File: config.mk
export PLATFORM = sky130hd
export DESIGN_NAME = adder_subtractor_4bit
export DESIGN_NICKNAME = d
export VERILOG_FILES = /design/src/rtl/adder_subtractor_4bit.sv
export SDC_FILE = /design/constraint.sdc
export NUM_CORES = 1
export LEC_CHECK = 0
export ABC_AREA = 1
export ABC_CLOCK_PERIOD_IN_PS = 2100
export CAP_MARGIN = 20
export CELL_PAD_IN_SITES_DETAIL_PLACEMENT = 1
export CELL_PAD_IN_SITES_GLOBAL_PLACEMENT = 2
export CORE_ASPECT_RATIO = 0.9
export CORE_UTILIZATION = 18
export DETAILED_ROUTE_END_ITERATION = 6
export PLACE_DENSITY_LB_ADDON = 0.1
export SLEW_MARGIN = 25
export SYNTH_ARGS = -nofsm -noshare
export SYNTH_HDL_FRONTEND = slang
export SYNTH_SLANG_ARGS = --single-unit
File: constraint.sdc
create_clock -name clk -period 2.1 [get_ports clk]
set_clock_uncertainty 0.1 [all_clocks]
set_input_delay 0.21 -clock clk [delete_from_list [all_inputs] [get_ports clk]]
set_output_delay 0.21 -clock clk [all_outputs]
set_load 0.02 [all_outputs]
File: src/rtl/adder_subtractor_4bit.sv
`default_nettype none
// ============================================================================
//  Module      : adder_subtractor_4bit
//  Description : Registered WIDTH-bit two's-complement adder/subtractor with
//                registered carry-out and signed overflow flags.
//  Revision    : 1.0 - initial release
// ============================================================================
module adder_subtractor_4bit #(
    parameter int WIDTH = 4
) (
    input  logic             clk,
    input  logic             rst,
    input  logic [WIDTH-1:0] a,
    input  logic [WIDTH-1:0] b,
    input  logic             en,
    output logic [WIDTH-1:0] sum,
    output logic             carry,
    output logic             ovf
);

    logic [WIDTH-1:0] w_b_eff;
    logic [WIDTH-1:0] w_s;
    logic [WIDTH:0]   w_c;

    logic [WIDTH-1:0] sum_q,   sum_d;
    logic             carry_q, carry_d;
    logic             ovf_q,   ovf_d;

    // Subtraction is a + ~b + 1: invert b and inject en as the carry-in.
    assign w_b_eff = b ^ {WIDTH{en}};
    assign w_c[0]  = en;

    generate
        for (genvar i = 0; i < WIDTH; i++) begin : g_fa
            assign w_s[i]   = a[i] ^ w_b_eff[i] ^ w_c[i];
            assign w_c[i+1] = (a[i] & w_b_eff[i]) | (w_c[i] & (a[i] ^ w_b_eff[i]));
        end
    endgenerate

    always_comb begin
        sum_d   = w_s;
        carry_d = w_c[WIDTH];
        ovf_d   = w_c[WIDTH] ^ w_c[WIDTH-1];
    end

    always_ff @(posedge clk) begin
        if (rst) begin
            sum_q   <= '0;
            carry_q <= 1'b0;
            ovf_q   <= 1'b0;
        end else begin
            sum_q   <= sum_d;
            carry_q <= carry_d;
            ovf_q   <= ovf_d;
        end
    end

    assign sum   = sum_q;
    assign carry = carry_q;
    assign ovf   = ovf_q;

endmodule
`default_nettype wire

==> impl_metrics.py, run 1 <==
metrics = {
    "floorplanning": {
        "ios": 17,
        "die_area_sq_um": 1740,
        "die_h_um": 39.7,
        "core_sq_um": 1460,
        "die_w_um": 43.9,
        "start_util_pct": 19.4,
        "fp-row-count": 13,
    },
    "job": {
        "drv_cap": 0,
    },
    "timing": {
        "slew_headroom_pct": 85.0,
        "tightest_slew_ns": 0.225,
        "min_period_ns": 1.96,
        "hold_violations": 0,
        "slew_viol_final": 0,
        "rsz0062_at_grt": "no",
        "period_share_pct": 93.4,
        "hold_ws_ns": 0.285,
        "setup_viol": 0,
        "setup_tns_ns": 0,
        "fmax_mhz": 510,
    },
    "cells_and_area": {
        "area_growth_syn_to_layout_pct": 91.6,
        "n_antenna_cell": 0,
        "fin_cells": 71,
        "fill_cells": 178,
        "nets": 72,
        "post-route-cell-area_sq_um": 544,
        "drive_gt1_share_pct": 28.6,
    },
    "status": {
        "status": "complete, no violations",
    },
    "clock_tree": {
        "htree_num_levels": 1,
        "clk_transition_reported_paths_ns": 0.04,
        "root_buffer": "clkbuf_4",
        "cts_tree": "yes",
        "clock_path_buffers": 2,
        "clock_sink_count": 6,
        "hold_buffers": 0,
        "cts_buffers": 3,
    },
    "min_path": {
        "min_path_type": "in2reg",
    },
    "synth": {
        "syn_nets": 45,
        "muxShareOfSynthArea_pct": 0,
        "syn_avg_cell_area_sq_um": 9.16,
        "ys_seq_elements": 6,
        "synth_cell_types": 9,
        "synth_adder_area_share_pct": 21.1,
        "syn_inst": 31,
        "synth_xor_area_share_pct": 9.25,
        "seq_area_frac_synth_pct": 42.3,
        "synth-simple-area-share_pct": 10.6,
        "yosys_warnings": 0,
        "synth_compound_area_share_pct": 6.17,
        "syn_area_sq_um": 284,
        "synth_top_family_by_area": "adder cells",
    },
    "setup_path": {
        "critPathSlowestCell": "fa_2",
        "critPathKind": "in2reg",
        "critPathBufInv": 4,
        "cp-startpoint": "en",
        "slowest_delay_ns": 0.51,
        "cp.required_ns": 2.18,
        "cp.depth": 9,
        "end_kind": "flop",
        "startpoint_type": "primary input",
        "critPathTopFamily": "adder cells",
        "cp_cell_sequence": "dlygate4sd2_1, o21a_1, fa_2, inv_2, fa_2, inv_2, fa_2, inv_1, nor2_1",
        "crit_arrival_ns": 2.04,
        "critical_path.max_fanout": 3,
        "crit_end": "sum[3]",
        "path_common_cell": "fa_2",
    },
    "global_routing": {
        "grt_util_all_layers_pct": 9.22,
        "grt_antenna_before_repair": 0,
        "overflow": 0,
        "grt_pass1_vias": 277,
        "grt_pass1_wl_mm": 1.06,
        "grt_max_degree": 7,
    },
    "placement": {
        "dp.cells": 64,
        "routabilityCongestion": 0.646,
        "port_buffers": 16,
        "hpwl_um": 507,
        "post_dp_cell_area_sq_um": 478,
    },
    "pwr": {
        "power_density_nw_per_um2": 681,
        "vdd_drop_max_mv": 0.171,
        "p_total_uw": 371,
        "p_leak_nw": 0.252,
    },
    "route": {
        "vias": 275,
        "finalWirelength_um": 592,
        "viasPerCell": 3.87,
        "drc": 0,
        "drt-wirelength-per-cell_um": 8.34,
        "drt_iter0_drc": 1,
        "detail_route.first_pass.iterations": 5,
        "ant_nets": 0,
    },
}
## cells in the final DEF, fill, tap and decap left out, drive strengths merged
cell,count
a21oi,2
buf,6
clkbuf,3
clkdlybuf4s50,12
dfxtp,6
dlygate4sd2,4
fa,3
inv,8
nand2,4
nor2,4
o21a,1
xnor2,1
xor2,2
## per-stage QoR
stage          setup slack [ns]  util, %
6_report                  0.139     37.2
5_1_grt                  0.0680     37.2
4_1_cts                   0.134     37.2
3_5_place_dp             -0.355     32.6
3_3_place_gp             -0.286     32.6
2_1_floorplan             0.314        -
## worst min-delay path, delay by kind of cell
family          cells  cell delay, ns
simple gates        1            0.07
compound gates      1            0.06
buf+inv             1            0.24
## flip-flops by register name, summed over array words and instances, names as in the netlist
register	flops
sum	4
ovf	1
carry	1
## layer usage
metal / part of all wire [%] / GRT usage (%)
met5: 0 / 0
met4: 3.2 / 6.82
met1: 37 / 7.90
met3: 7.1 / 4.15
met2: 53 / 17.2
## timing repair
| action | in CTS | in global routing |
|---|---|---|
| gates resized for setup | 11 | 0 |
| endpoints found under the setup margin | 3 | 0 |
| setup buffers | 4 | 0 |
| endpoints found under the hold margin | 0 | 0 |
## report_power, final
part / internal [mW] / switching, mW / total (mW)
registers: 0.130 / 0.00339 / 0.133
clock network: 0.0643 / 0.0371 / 0.101
logic: 0.0740 / 0.0623 / 0.136
total: 0.268 / 0.103 / 0.371
## layout make-up
cell class / count / area (sq um) / share of cell area (%)
Multi-Input combinational cell: 17 / 153 / 28.0
Tap cell: 15 / 18.8 / 3.45
Sequential cell: 6 / 120 / 22.1
Clock buffer: 3 / 22.5 / 4.14
Inverter: 8 / 30.0 / 5.52
Timing Repair Buffer: 22 / 200 / 36.8
## kinds of logic (layout without fill, tap and decap cells)
logic type                 Yosys count  in the layout
AOI/OAI and AO/OA                    3              3
xor gates and xnor gates             3              3
adders and majority gates            3              3
buffers and inverters                8             33
DFF                                  6              6
and+or+nand+nor                      8              8
## synth_stat cells, drive strengths merged
| cell type | count | share of area [%] |
|---|---|---|
| dfxtp | 6 | 42 |
| a21oi | 2 | 3.5 |
| nand2 | 4 | 5.3 |
| xnor2 | 1 | 3.1 |
| fa | 3 | 21 |
| o21a | 1 | 2.6 |
| inv | 8 | 11 |
| xor2 | 2 | 6.2 |
| nor2 | 4 | 5.3 |
## how the worst min path moves through the flow
stage	startpoint	endpoint	slack [ns]	cells after the start
global route	a[0]	sum[0]	0.32	3
detailed placement	a[0]	sum[0]	0.72	3
CTS	a[0]	sum[0]	0.28	3
finish	a[0]	sum[0]	0.29	3
global placement	a[0]	sum[0]	0.71	3
floorplan	rst	sum[2]	0.18	1
Power figures use the tool's default switching activity.
==> run 2, diff against run 1 <==
CORE_ASPECT_RATIO = 1.1   (was 0.9)
==> run 2 against run 1 <==
  * Sequential share of layout area grew 0.31 points
  * Die area about the same
  * Global-route usage fell by 0.82 points
  * Critical path depth unchanged
  * First-iteration DRC count decreased by 100%
  * Highest routed layer unchanged
  * Design area is 1.4% lower
==> impl_metrics.py, run 2 (synthesis gave the netlist of run 1 again) <==
metrics = {
    "pwr": {
        "power_density_nw_per_um2": 685,
        "switching_share_pct": 28.3,
        "vdd_drop_max_mv": 0.160,
        "p_leak_nw": 0.251,
        "p_int_uw": 264,
        "p_comb_share_pct": 35.2,
        "pwr-share-seq_pct": 36.1,
        "p_clk_share_pct": 28.7,
        "p_switching_uw": 104,
    },
    "setup_path": {
        "cp-startpoint": "en",
        "crit_arrival_ns": 2.02,
        "path_common_cell": "fa_2",
        "startpoint_type": "primary input",
        "slowest_delay_ns": 0.51,
        "critical_path.max_fanout": 3,
        "cp.required_ns": 2.18,
        "cp_cell_sequence": "dlygate4sd2_1, o21a_1, fa_2, inv_2, fa_2, inv_2, fa_2, inv_1, nor2_1",
        "end_kind": "flop",
        "critPathKind": "in2reg",
        "critPathSlowestCell": "fa_2",
    },
    "global_routing": {
        "grt_util_all_layers_pct": 8.40,
        "overflow": 0,
        "grt_antenna_before_repair": 0,
        "grt_max_degree": 7,
        "grt_pass1_vias": 249,
        "grt_pass1_wl_um": 903,
    },
    "clock_tree": {
        "cts_tree": "yes",
        "clk_transition_reported_paths_ns": 0.04,
        "cts_buffers": 3,
        "clock_path_buffers": 2,
        "hold_buffers": 0,
        "htree_num_levels": 1,
        "root_buffer": "clkbuf_4",
        "clock_sink_count": 6,
    },
    "timing": {
        "fmax_mhz": 516,
        "layout_setup_ws_ns": 0.161,
        "hold_violations": 0,
        "min_period_ns": 1.94,
        "slew_headroom_pct": 85.3,
        "setup_viol": 0,
        "hold_ws_ns": 0.286,
        "period_share_pct": 92.4,
        "rsz0062_at_grt": "no",
        "setup_tns_ns": 0,
        "tightest_slew_ns": 0.220,
        "slew_viol_final": 0,
    },
    "placement": {
        "port_buffers": 16,
        "post-place-ws_ns": -0.354,
        "routabilityCongestion": 0.586,
        "post_dp_cell_area_sq_um": 487,
    },
    "route": {
        "drt_iter0_drc": 0,
        "finalWirelength_um": 573,
        "drt-wirelength-per-cell_um": 8.19,
        "vias": 275,
        "drc": 0,
        "detail_route.first_pass.iterations": 1,
        "viasPerCell": 3.93,
        "ant_nets": 0,
    },
    "floorplanning": {
        "start_util_pct": 20.0,
        "die_h_um": 43.7,
        "die_area_sq_um": 1740,
        "core_sq_um": 1420,
        "ios": 17,
        "fp-row-count": 14,
        "die_w_um": 39.9,
    },
    "min_path": {
        "hold_start": "a[0]",
        "min_path_type": "in2reg",
    },
    "cells_and_area": {
        "mostFrequentLayoutCells": "clkdlybuf4s50_1 (12), inv_1 (6), dfxtp_1 (6)",
        "post-route-cell-area_sq_um": 537,
        "n_antenna_cell": 0,
        "nets": 70,
        "mostFrequentLayoutCell": "clkdlybuf4s50_1",
        "fin_util_pct": 37.8,
        "drive_gt1_share_pct": 27.8,
        "area_growth_syn_to_layout_pct": 89.0,
        "largest_reg_flops": 4,
    },
    "status": {
        "status": "complete, no violations",
    },
    "job": {
        "drv_cap": 0,
    },
}
==> run 2: timing repair <==
item / CTS / global route
setup buffers: 1 / 0
pin swaps: 2 / 1
endpoints found under the setup margin: 2 / 1
gates resized for setup: 11 / 1
==> run 2: path summary, 6_finish.rpt <==
kind	slack, ns	depth (start not counted)	end
setup / recovery	0.16	9	sum[3]
hold / removal	0.29	3	sum[0]
==> run 2: layer usage <==
layer  wire (um)  vias to the layer above  track usage (%)  part of all wire (%)
li1            -                      134                -                     -
met1         183                      124             6.45                    32
met2         309                       15             13.5                    54
met3          62                        2             1.54                    11
met4          17                        0             12.4                   3.0
met5           0                        -                0                     0
==> run 2: per-stage QoR <==
| step | instances | total power [mW] |
|---|---|---|
| global route | 70 | 0.390 |
| finish | 70 | 0.368 |
| floorplan | 31 | 0.191 |
| CTS | 70 | 0.376 |
| global placement | 66 | 0.254 |
| detailed placement | 66 | 0.258 |
==> run 2: layout make-up <==
| type | instances | area, sq um |
|---|---|---|
| timing repair buffer | 20 | 189 |
| inverter | 8 | 30.0 |
| tap | 16 | 20.0 |
| multi-input combinational | 17 | 155 |
| sequential | 6 | 120 |
| fill | 169 | 882 |
| clock buffer | 3 | 22.5 |
==> run 2: worst max-delay path, delay by kind of cell <==
kind | cells | cell delay (ns)
AOI/OAI and AO/OA | 1 | 0.21
and+or+nand+nor | 1 | 0.06
adders and majority gates | 3 | 1.10
buffers and inverters | 4 | 0.43
==> run 2: power groups by stage <==
stage / registers, mW / clock network [mW] / logic, mW
final: 0.133 / 0.105 / 0.130
after global placement: 0.134 / 0 / 0.120
after global routing: 0.134 / 0.113 / 0.144
after floorplan: 0.155 / 0 / 0.0364
after CTS: 0.133 / 0.110 / 0.133
after detailed placement: 0.135 / 0 / 0.123
